`config.mk`:
```
export PLATFORM = sky130hd
export DESIGN_NAME = hilo_unit
export DESIGN_NICKNAME = d
export VERILOG_FILES = /design/src/rtl/md_pkg.sv /design/src/rtl/hilo_unit.sv
export SDC_FILE = /design/constraint.sdc
export NUM_CORES = 1
export LEC_CHECK = 0
export ABC_AREA = 1
export BUFFER_PORTS_ARGS = -buffer_cell sky130_fd_sc_hd__buf_2
export CORE_MARGIN = 2
export CORE_UTILIZATION = 40
export DETAILED_ROUTE_END_ITERATION = 16
export GPL_TIMING_DRIVEN = 0
export PLACE_DENSITY_LB_ADDON = 0.1
export SYNTH_ARGS = -nofsm -noshare
export SYNTH_HDL_FRONTEND = slang
export SYNTH_SLANG_ARGS = --single-unit
```
`constraint.sdc`:
```
create_clock -name clk -period 1.7 [get_ports clk]
set_input_delay 0 -clock clk [delete_from_list [all_inputs] [get_ports clk]]
set_output_delay 0 -clock clk [all_outputs]
set_load 0.1 [all_outputs]
```
`src/rtl/md_pkg.sv`:
```
// Shared types and default latencies for the multiply/divide sequencer.
package md_pkg;

   typedef enum logic {MD_IDLE, MD_BUSY} md_state_t;

   localparam int MD_MULT_LAT_DEFAULT = 4;
   localparam int MD_DIV_LAT_DEFAULT  = 32;

   // Counter width: enough for the longest latency, never below 6 bits.
   function automatic int md_cnt_width(input int max_lat);
      int w;
      w = $clog2(max_lat);
      return (w < 6) ? 6 : w;
   endfunction

endpackage

```
`src/rtl/hilo_unit.sv`:
```
// HI/LO bank plus mult/div sequencer: latches operands, waits MULT_LAT/DIV_LAT cycles, captures res64.
// stall_md holds EX off any HI/LO access or new issue while an operation is in flight.
module hilo_unit
   import md_pkg::*;
#(
   parameter int MULT_LAT = MD_MULT_LAT_DEFAULT,
   parameter int DIV_LAT  = MD_DIV_LAT_DEFAULT
) (
   input  logic        clk,
   input  logic        reset,
   input  logic        mult_ex,
   input  logic        div_ex,
   input  logic [31:0] sourceA_ex,
   input  logic [31:0] sourceB_ex,
   input  logic        flush_md,
   input  logic        mfhi_ex,
   input  logic        mflo_ex,
   input  logic        mthi_ex,
   input  logic        mtlo_ex,
   input  logic [31:0] wdata_ex,
   input  logic [63:0] res64,
   output logic [31:0] md_a,
   output logic [31:0] md_b,
   output logic        md_mult,
   output logic        md_div,
   output logic [31:0] rdata_ex,
   output logic        stall_md,
   output logic        busy,
   output logic [31:0] hi,
   output logic [31:0] lo
);

   localparam int MAX_LAT = (MULT_LAT > DIV_LAT) ? MULT_LAT : DIV_LAT;
   localparam int CW      = md_cnt_width(MAX_LAT);
   localparam logic [CW-1:0] MULT_LOAD = CW'(MULT_LAT - 1);
   localparam logic [CW-1:0] DIV_LOAD  = CW'(DIV_LAT - 1);

   md_state_t     state_q, state_d;
   logic [CW-1:0] cnt_q, cnt_d;
   logic [31:0]   md_a_q, md_a_d, md_b_q, md_b_d;
   logic          md_mult_q, md_mult_d, md_div_q, md_div_d;
   logic [31:0]   hi_q, hi_d, lo_q, lo_d;
   logic          issue_ok, move_ok;

   assign busy     = (state_q == MD_BUSY);
   assign stall_md = busy & (mult_ex | div_ex | mfhi_ex | mflo_ex | mthi_ex | mtlo_ex);
   assign issue_ok = (state_q == MD_IDLE) & (mult_ex ^ div_ex) & ~flush_md;
   assign move_ok  = (state_q == MD_IDLE) & ~stall_md;

   always_comb begin
      state_d   = state_q;
      cnt_d     = cnt_q;
      md_a_d    = md_a_q;
      md_b_d    = md_b_q;
      md_mult_d = md_mult_q;
      md_div_d  = md_div_q;
      hi_d      = hi_q;
      lo_d      = lo_q;
      case (state_q)
         MD_IDLE: begin
            if (issue_ok) begin
               state_d   = MD_BUSY;
               md_a_d    = sourceA_ex;
               md_b_d    = sourceB_ex;
               md_mult_d = mult_ex;
               md_div_d  = div_ex;
               cnt_d     = mult_ex ? MULT_LOAD : DIV_LOAD;
            end
         end
         MD_BUSY: begin
            // A flush coinciding with the final cycle discards the result.
            if (flush_md) begin
               state_d   = MD_IDLE;
               cnt_d     = '0;
               md_mult_d = 1'b0;
               md_div_d  = 1'b0;
            end else if (cnt_q == '0) begin
               state_d   = MD_IDLE;
               hi_d      = res64[63:32];
               lo_d      = res64[31:0];
               md_mult_d = 1'b0;
               md_div_d  = 1'b0;
            end else begin
               cnt_d = cnt_q - CW'(1);
            end
         end
         default: state_d = MD_IDLE;
      endcase
      if (move_ok && mthi_ex) hi_d = wdata_ex;
      if (move_ok && mtlo_ex) lo_d = wdata_ex;
   end

   always_ff @(posedge clk) begin
      if (reset) begin
         state_q   <= MD_IDLE;
         cnt_q     <= '0;
         md_a_q    <= '0;
         md_b_q    <= '0;
         md_mult_q <= 1'b0;
         md_div_q  <= 1'b0;
         hi_q      <= '0;
         lo_q      <= '0;
      end else begin
         state_q   <= state_d;
         cnt_q     <= cnt_d;
         md_a_q    <= md_a_d;
         md_b_q    <= md_b_d;
         md_mult_q <= md_mult_d;
         md_div_q  <= md_div_d;
         hi_q      <= hi_d;
         lo_q      <= lo_d;
      end
   end

   // Reads see the pre-edge register, so a same-cycle mthi/mtlo returns the old value.
   assign rdata_ex = mfhi_ex ? hi_q : (mflo_ex ? lo_q : 32'd0);

   assign md_a    = md_a_q;
   assign md_b    = md_b_q;
   assign md_mult = md_mult_q;
   assign md_div  = md_div_q;
   assign hi      = hi_q;
   assign lo      = lo_q;

endmodule

```
==> Implementation_results.wiki, run 1 <==
{| class="wikitable"
! Metric !! Value
|-
| Run status || complete, no violations
|-
| Static power due to leakage || 5.24 nW
|-
| Total power of the final layout || 11.9 mW
|-
| Count of unique library cells instantiated by Yosys || 22
|-
| Fin. Hold Viols || 0
|-
| Setup slack of the worst register-to-register path || 180 ps
|-
| Slew Viols, Final || 0
|-
| Endpoint type of the worst setup path || primary output
|-
| Power share of the sequential group || 31.0%
|-
| CTS buffer count || 17
|-
| Tightest Hold Check Type || in2reg
|-
| Area Overhead vs Synth || 68.0%
|-
| Clock slew at the register clock pins of the worst setup and hold paths || 60 ps
|-
| Number of max-cap violations || 0
|-
| Deepest level of the CTS H-tree || 4
|-
| Source of the worst hold timing path || wdata_ex[0]
|-
| RSZ-0062 raised after global routing || yes
|-
| Beginning of the worst register-to-register path || busy
|-
| Final setup skew || 6.73 ps
|-
| Cell Area, Synth || 6180 sq um
|-
| Fraction of final layout cells sized beyond drive strength 1 || 30.8%
|-
| Count of clock tree sinks || 137
|-
| HPWL after DPL || 16000 microns
|-
| Gpl congestion || 0.866
|-
| Worst endpoint required time || 1700 ps
|-
| Highest net fanout along the worst path || 10
|-
| Global-route wire length before repair || 37300 microns
|-
| Placement-stage cell area || 8160 sq um
|-
| Flops & latches, synth || 137
|-
| Clock latency of the later-clocked register in the worst-skew pair || 420 ps
|-
| Synth Instances || 930
|-
| Post-layout instance area || 10400 sq um
|-
| Cell count after placement || 1447
|-
| Power dissipated by switching net loads || 5.06 mW
|-
| Syn_area_per_cell || 6.65 sq um
|-
| Critical register-to-register path endpoint || lo[12]
|-
| Aggregate routed wire length || 24400 microns
|-
| Hold path cells || 5
|-
| Critical path data arrival time || 1590 ps
|-
| Number of antenna violations at the first check in global routing || 0
|-
| Worst Reg-to-Reg Cells || 8
|-
| Remaining design rule violation count || 0
|-
| Number of vias per cell after detailed routing || 4.92
|-
| Highest achievable clock rate || 628 MHz
|-
| GR Util All Layers || 28.6%
|-
| Drt pass-1 iters || 5
|-
| Clock Power Share || 32.6%
|-
| Part of the Yosys area used for sequential elements || 44.4%
|-
| Total overflow reported by the global router || 0
|-
| Transition time of the tightest slew-check pin || 604 ps
|-
| Routed Antenna Nets || 0
|-
| Power density over the cells || 1140 nW/um^2
|-
| Clock Path Buffers || 2
|-
| Total of fill cells in the finished design || 1308
|-
| Minimum clock period after layout || 1590 ps
|-
| NumNets Final || 1608
|-
| Place WS || 66.6 ps
|-
| Drt initial violations || 363
|-
| Library cell used as clock root buffer || clkbuf_16
|-
| Sw Share || 42.7%
|-
| Design internal power || 6.80 mW
|-
| Post-CTS Setup Bufs || 0
|-
| Vias in the first global route || 7694
|-
| Vertical die dimension || 128 microns
|-
| Max rail drop VDD || 0.695 mV
|-
| Setup slack of the critical path after layout || 108 ps
|-
| Largest net degree at the start of global routing || 17
|-
| Die X || 128 microns
|-
| Final Setup Violations || 0
|-
| Top-level port count || 333
|-
| Net count after synthesis || 1102
|-
| Count of yosys warnings during synthesis || 0
|-
| Clock tree from TritonCTS || yes
|-
| Worst min-delay path endpoint || hi[0]
|-
| Final standard cell count with taps included and fillers excluded || 1637
|-
| Worst slew slack as a fraction of its limit || 59.7%
|-
| Die ar. || 16500 sq um
|-
| Rows || 45
|-
| Portion of total power attributed to combinational logic || 36.4%
|-
| Final worst path period share || 93.7%
|-
| Total of buffers placed on input and output ports || 329
|-
| Area of the placeable core || 15100 sq um
|-
| Starting density of the core || 40.8%
|-
| Per-cell routed wire length || 14.9 microns
|-
| Diode count || 0
|-
| Number of vias after detailed routing || 8049
|-
| Category of the most critical setup path || in2out
|-
| Setup TNS || 0 ps
|-
| Worst Setup Start Kind || primary input
|}
==> registers in the layout (all words and copies together) (netlist names) <==
name,flops
cnt_q,6
md_div,1
md_mult,1
busy,1
md_a,32
hi,32
lo,32
md_b,32
==> power groups by stage <==
| stage | Clock, mW | Sequential (mW) | Combinational [mW] |
|---|---|---|---|
| after floorplan | 0 | 5.48 | 1.43 |
| after global placement | 0 | 3.73 | 3.97 |
| after detailed placement | 0 | 3.73 | 3.98 |
| after CTS | 3.91 | 3.67 | 4.28 |
| after global routing | 4.05 | 3.71 | 4.54 |
| final | 3.86 | 3.68 | 4.32 |
==> area by class of cell <==
class	instances	area, sq um	area share [%]
Buffer	66	353	3.40
Clock buffer	18	429	4.13
Clock inverter	14	186	1.79
Inverter	47	176	1.70
Multi-Input combinational cell	680	3040	29.2
Sequential cell	137	2750	26.4
Tap cell	188	235	2.26
Timing Repair Buffer	487	3230	31.1
==> routing by layer <==
metal / track usage [%] / vias to the layer above / share of wire, %
met5: 0 / - / 0
met4: 16.0 / 0 / 4.4
met3: 5.61 / 80 / 6.3
met2: 48.5 / 333 / 48
met1: 34.0 / 3649 / 42
li1: - / 3987 / -
==> repair_timing <==
action | CTS | global route
endpoints found under the hold margin | 133 | 0
hold buffers | 158 | 0
resized for setup | 0 | 23
setup endpoints to repair | 0 | 59
==> worst max-delay path, cell delays in order <==
cell and delay [ps]:
clkbuf_1 160, inv_1 250, clkbuf_1 500, nand3_1 160
nand2_2 100, buf_2 420
==> Yosys cell counts <==
cell type	n	area, sq um
dfxtp_1	137	2740
inv_2	4	15.0
nand4_1	1	6.26
buf_2	19	95.1
buf_4	11	82.6
nand3_1	42	210
nor2_2	1	6.26
nor3_1	1	5.00
nand2_2	2	12.5
clkbuf_1	33	124
nand2_1	287	1080
nor2_1	138	518
inv_1	43	161
nor2_4	1	11.3
nand4_4	1	21.3
a21oi_1	71	355
a31oi_1	1	6.26
nand2_4	1	11.3
o21ai_1	25	125
buf_6	3	33.8
o21ai_0	105	526
ha_1	3	37.5
==> placed cells by master, fill, tap and decap left out, types with 5 or more instances in the layout <==
cell           netlist  final
nand2_2              2     33
clkbuf_1            33     26
nand2_1            287    255
clkbuf_16            0     17
o21ai_1             25     25
buf_2               19    345
inv_6                0      5
clkbuf_2             0      8
nand3_1             42     42
dlygate4sd3_1        0    158
o21ai_0            105    105
inv_2                4      5
dfxtp_1            137    136
inv_1               43     42
buf_4               11     11
a21oi_1             71     71
nor2_1             138    138
==> worst max-delay path by stage <==
| stage | from | to | slack (ps) | cells past startpoint |
|---|---|---|---|---|
| 2_1_floorplan | lo[24] | rdata_ex[24] | 140 | 2 |
| 3_3_place_gp | busy | lo[12] | 80 | 7 |
| 3_5_place_dp | busy | hi[23] | 70 | 7 |
| 4_1_cts | busy | lo[23] | 40 | 7 |
| 5_1_grt | mult_ex | cnt_q[4] | -30 | 10 |
| 6_report | mfhi_ex | rdata_ex[2] | 110 | 6 |
==> through the flow <==
stage	hold slack, ps	utilization (%)
CTS	3.77	68.4
global route	50.7	68.6
finish	14.0	68.6
detailed placement	253	53.9
floorplan	143	-
global placement	250	53.9
==> kinds of logic (layout without fill, tap and decap cells) <==
| logic type | after synthesis | after routing | synth area share (%) |
|---|---|---|---|
| flops | 137 | 137 | 44.4 |
| compound gates | 202 | 202 | 16.4 |
| simple gates | 475 | 475 | 30.4 |
| fa+ha+maj | 3 | 3 | 0.607 |
| buf+inv | 113 | 632 | 8.28 |
No activity file was read; power rests on OpenSTA's default activity.
==> run 2, diff against run 1 <==
Settings changed: CORE_ASPECT_RATIO from default to 2, CORE_MARGIN 2 to 4, PLACE_DENSITY from default to 0.76, PLACE_DENSITY_LB_ADDON 0.1 to default.
==> run 2 against run 1 <==
Critical path depth up 1. Clock power down 1%. Combinational power up 1%. Non-clock buffer count down 6. Via count up 4.7%.
==> Implementation_results.wiki, run 2 (synthesis results as in run 1) <==
{| class="wikitable"
! Metric !! Value
|-
| Run status || complete, no violations
|-
| Commonest cells after routing, fill and taps aside || buf_2 (345), nand2_1 (255), dlygate4sd3_1 (150)
|-
| Most common cell after layout, fill and taps aside || buf_2
|-
| Aggregate routed wire length || 27900 microns
|-
| Worst Setup Start Kind || flop
|-
| Final setup skew || 15.9 ps
|-
| Count of clock tree sinks || 137
|-
| Rows || 64
|-
| Final design utilization || 67.9%
|-
| Final Setup Violations || 0
|-
| Clock Power Share || 32.1%
|-
| Power dissipated by switching net loads || 5.11 mW
|-
| NumNets Final || 1602
|-
| Largest net degree at the start of global routing || 17
|-
| Top-level port count || 333
|-
| RSZ-0062 raised after global routing || no
|-
| Count of buffering cells on the critical path with inverters included || 3
|-
| Total overflow reported by the global router || 0
|-
| Highest net fanout along the worst path || 10
|-
| Clock Path Buffers || 2
|-
| Max rail drop VDD || 0.833 mV
|-
| Number of vias per cell after detailed routing || 5.12
|-
| Clock tree from TritonCTS || yes
|-
| Endpoint type of the worst setup path || flop
|-
| Cell-by-cell trace of the critical path || inv_2, nand2_1, buf_2, clkbuf_2, o21ai_0, nor2_1, nor2_1
|-
| Clock latency of the later-clocked register in the worst-skew pair || 430 ps
|-
| Total of buffers placed on input and output ports || 329
|-
| Cell count after placement || 1457
|-
| Design internal power || 6.77 mW
|-
| Final worst path period share || 93.7%
|-
| Power density over the cells || 1150 nW/um^2
|-
| Area of the placeable core || 15200 sq um
|-
| Die ar. || 17600 sq um
|-
| Number of max-cap violations || 0
|-
| Drt pass-1 iters || 5
|-
| Category of the most critical setup path || reg2reg
|-
| Slew Viols, Final || 0
|-
| Routed Antenna Nets || 0
|-
| Delay contributed by the slowest stage of the critical path || 360 ps
|-
| Library cell used as clock root buffer || clkbuf_16
|-
| Portion of total power attributed to combinational logic || 36.8%
|-
| Remaining design rule violation count || 0
|-
| Sw Share || 43.0%
|-
| Highest achievable clock rate || 628 MHz
|-
| Transition time of the tightest slew-check pin || 584 ps
|-
| Starting density of the core || 40.6%
|-
| Total of fill cells in the finished design || 1200
|-
| Vias in the first global route || 8556
|-
| Final standard cell count with taps included and fillers excluded || 1644
|-
| Fin. Hold Viols || 0
|-
| Worst slew slack as a fraction of its limit || 61.1%
|-
| Setup TNS || 0 ps
|-
| Minimum clock period after layout || 1590 ps
|-
| Kind of cell with the highest combined delay on the critical path || buffers and inverters
|-
| Vertical die dimension || 184 microns
|-
| Per-cell routed wire length || 16.9 microns
|-
| Critical path data arrival time || 1960 ps
|-
| Global-route wire length before repair || 42900 microns
|-
| Tightest Hold Check Type || in2reg
|-
| Die X || 95.9 microns
|-
| CTS buffer count || 17
|-
| Static power due to leakage || 5.21 nW
|-
| Cell with the most instances on the worst path || nor2_1
|-
| Area Overhead vs Synth || 67.0%
|-
| HPWL after DPL || 18800 microns
|-
| Gpl congestion || 0.934
|-
| Number of vias after detailed routing || 8424
|-
| Deepest level of the CTS H-tree || 4
|-
| GR Util All Layers || 31.2%
|-
| Drt initial violations || 414
|-
| Clock slew at the register clock pins of the worst setup and hold paths || 60 ps
|-
| Power share of the sequential group || 31.1%
|-
| Fraction of final layout cells sized beyond drive strength 1 || 31.2%
|-
| Number of antenna violations at the first check in global routing || 1
|-
| CP max-delay cell || dfxtp_4
|-
| Worst endpoint required time || 2070 ps
|}
[run 2: worst reg2reg max path, cell delays in order, from the launching register on]
cell	delay, ps
dfxtp_4	360
inv_2	160
nand2_1	100
buf_2	200
clkbuf_2	220
o21ai_0	310
nor2_1	90
nor2_1	100
[run 2: through the flow]
stage               setup WS (ps)  hold slack, ps  power [mW]  cell area (sq um)
global placement             59.3             249        7.73               8180
finish                        106            14.5        11.9              10300
detailed placement          -14.5             255        7.76               8180
global route                 8.44            40.0        12.3              10300
floorplan                     137             143        6.91               6280
CTS                          49.7            1.39        11.8              10300
[run 2: path summary, 6_finish.rpt]
kind           startpoint       to  slack [ps]  depth (start not counted)
min reg2reg       md_b[2]  md_b[2]         460                          2
max                  busy   hi[14]         110                          7
min          wdata_ex[30]   hi[30]          10                          5
max reg2reg          busy   hi[14]         110                          7
[run 2: area by class of cell]
type	count	area, sq um	area share (%)
Sequential cell	137	2750	26.6
Timing Repair Buffer	481	3160	30.6
Buffer	66	355	3.44
Antenna cell	3	7.51	0.0727
Clock buffer	19	433	4.19
Clock inverter	13	168	1.62
Tap cell	198	248	2.40
Inverter	47	176	1.71
Multi-Input combinational cell	680	3030	29.3
[run 2: repair_timing]
item                                    4_1_cts  5_1_grt
resized for setup                             1       26
setup buffers                                 0        2
endpoints found under the setup margin        1       93
hold buffers                                150        0
endpoints found under the hold margin       133        0
[run 2: layer usage]
metal | up-vias | track usage [%] | routed length (microns)
met2 | 518 | 55.9 | 14600
met4 | 0 | 19.6 | 1640
li1 | 3961 | - | -
met3 | 134 | 8.23 | 2240
met1 | 3811 | 30.9 | 9360
met5 | - | 0 | 0
[run 2: power by group through the flow]
| stage | Sequential, mW | Clock [mW] | Combinational (mW) |
|---|---|---|---|
| after floorplan | 5.48 | 0 | 1.43 |
| after global placement | 3.74 | 0 | 4.00 |
| after detailed placement | 3.74 | 0 | 4.02 |
| after CTS | 3.68 | 3.87 | 4.30 |
| after global routing | 3.72 | 4.01 | 4.58 |
| final | 3.69 | 3.82 | 4.37 |
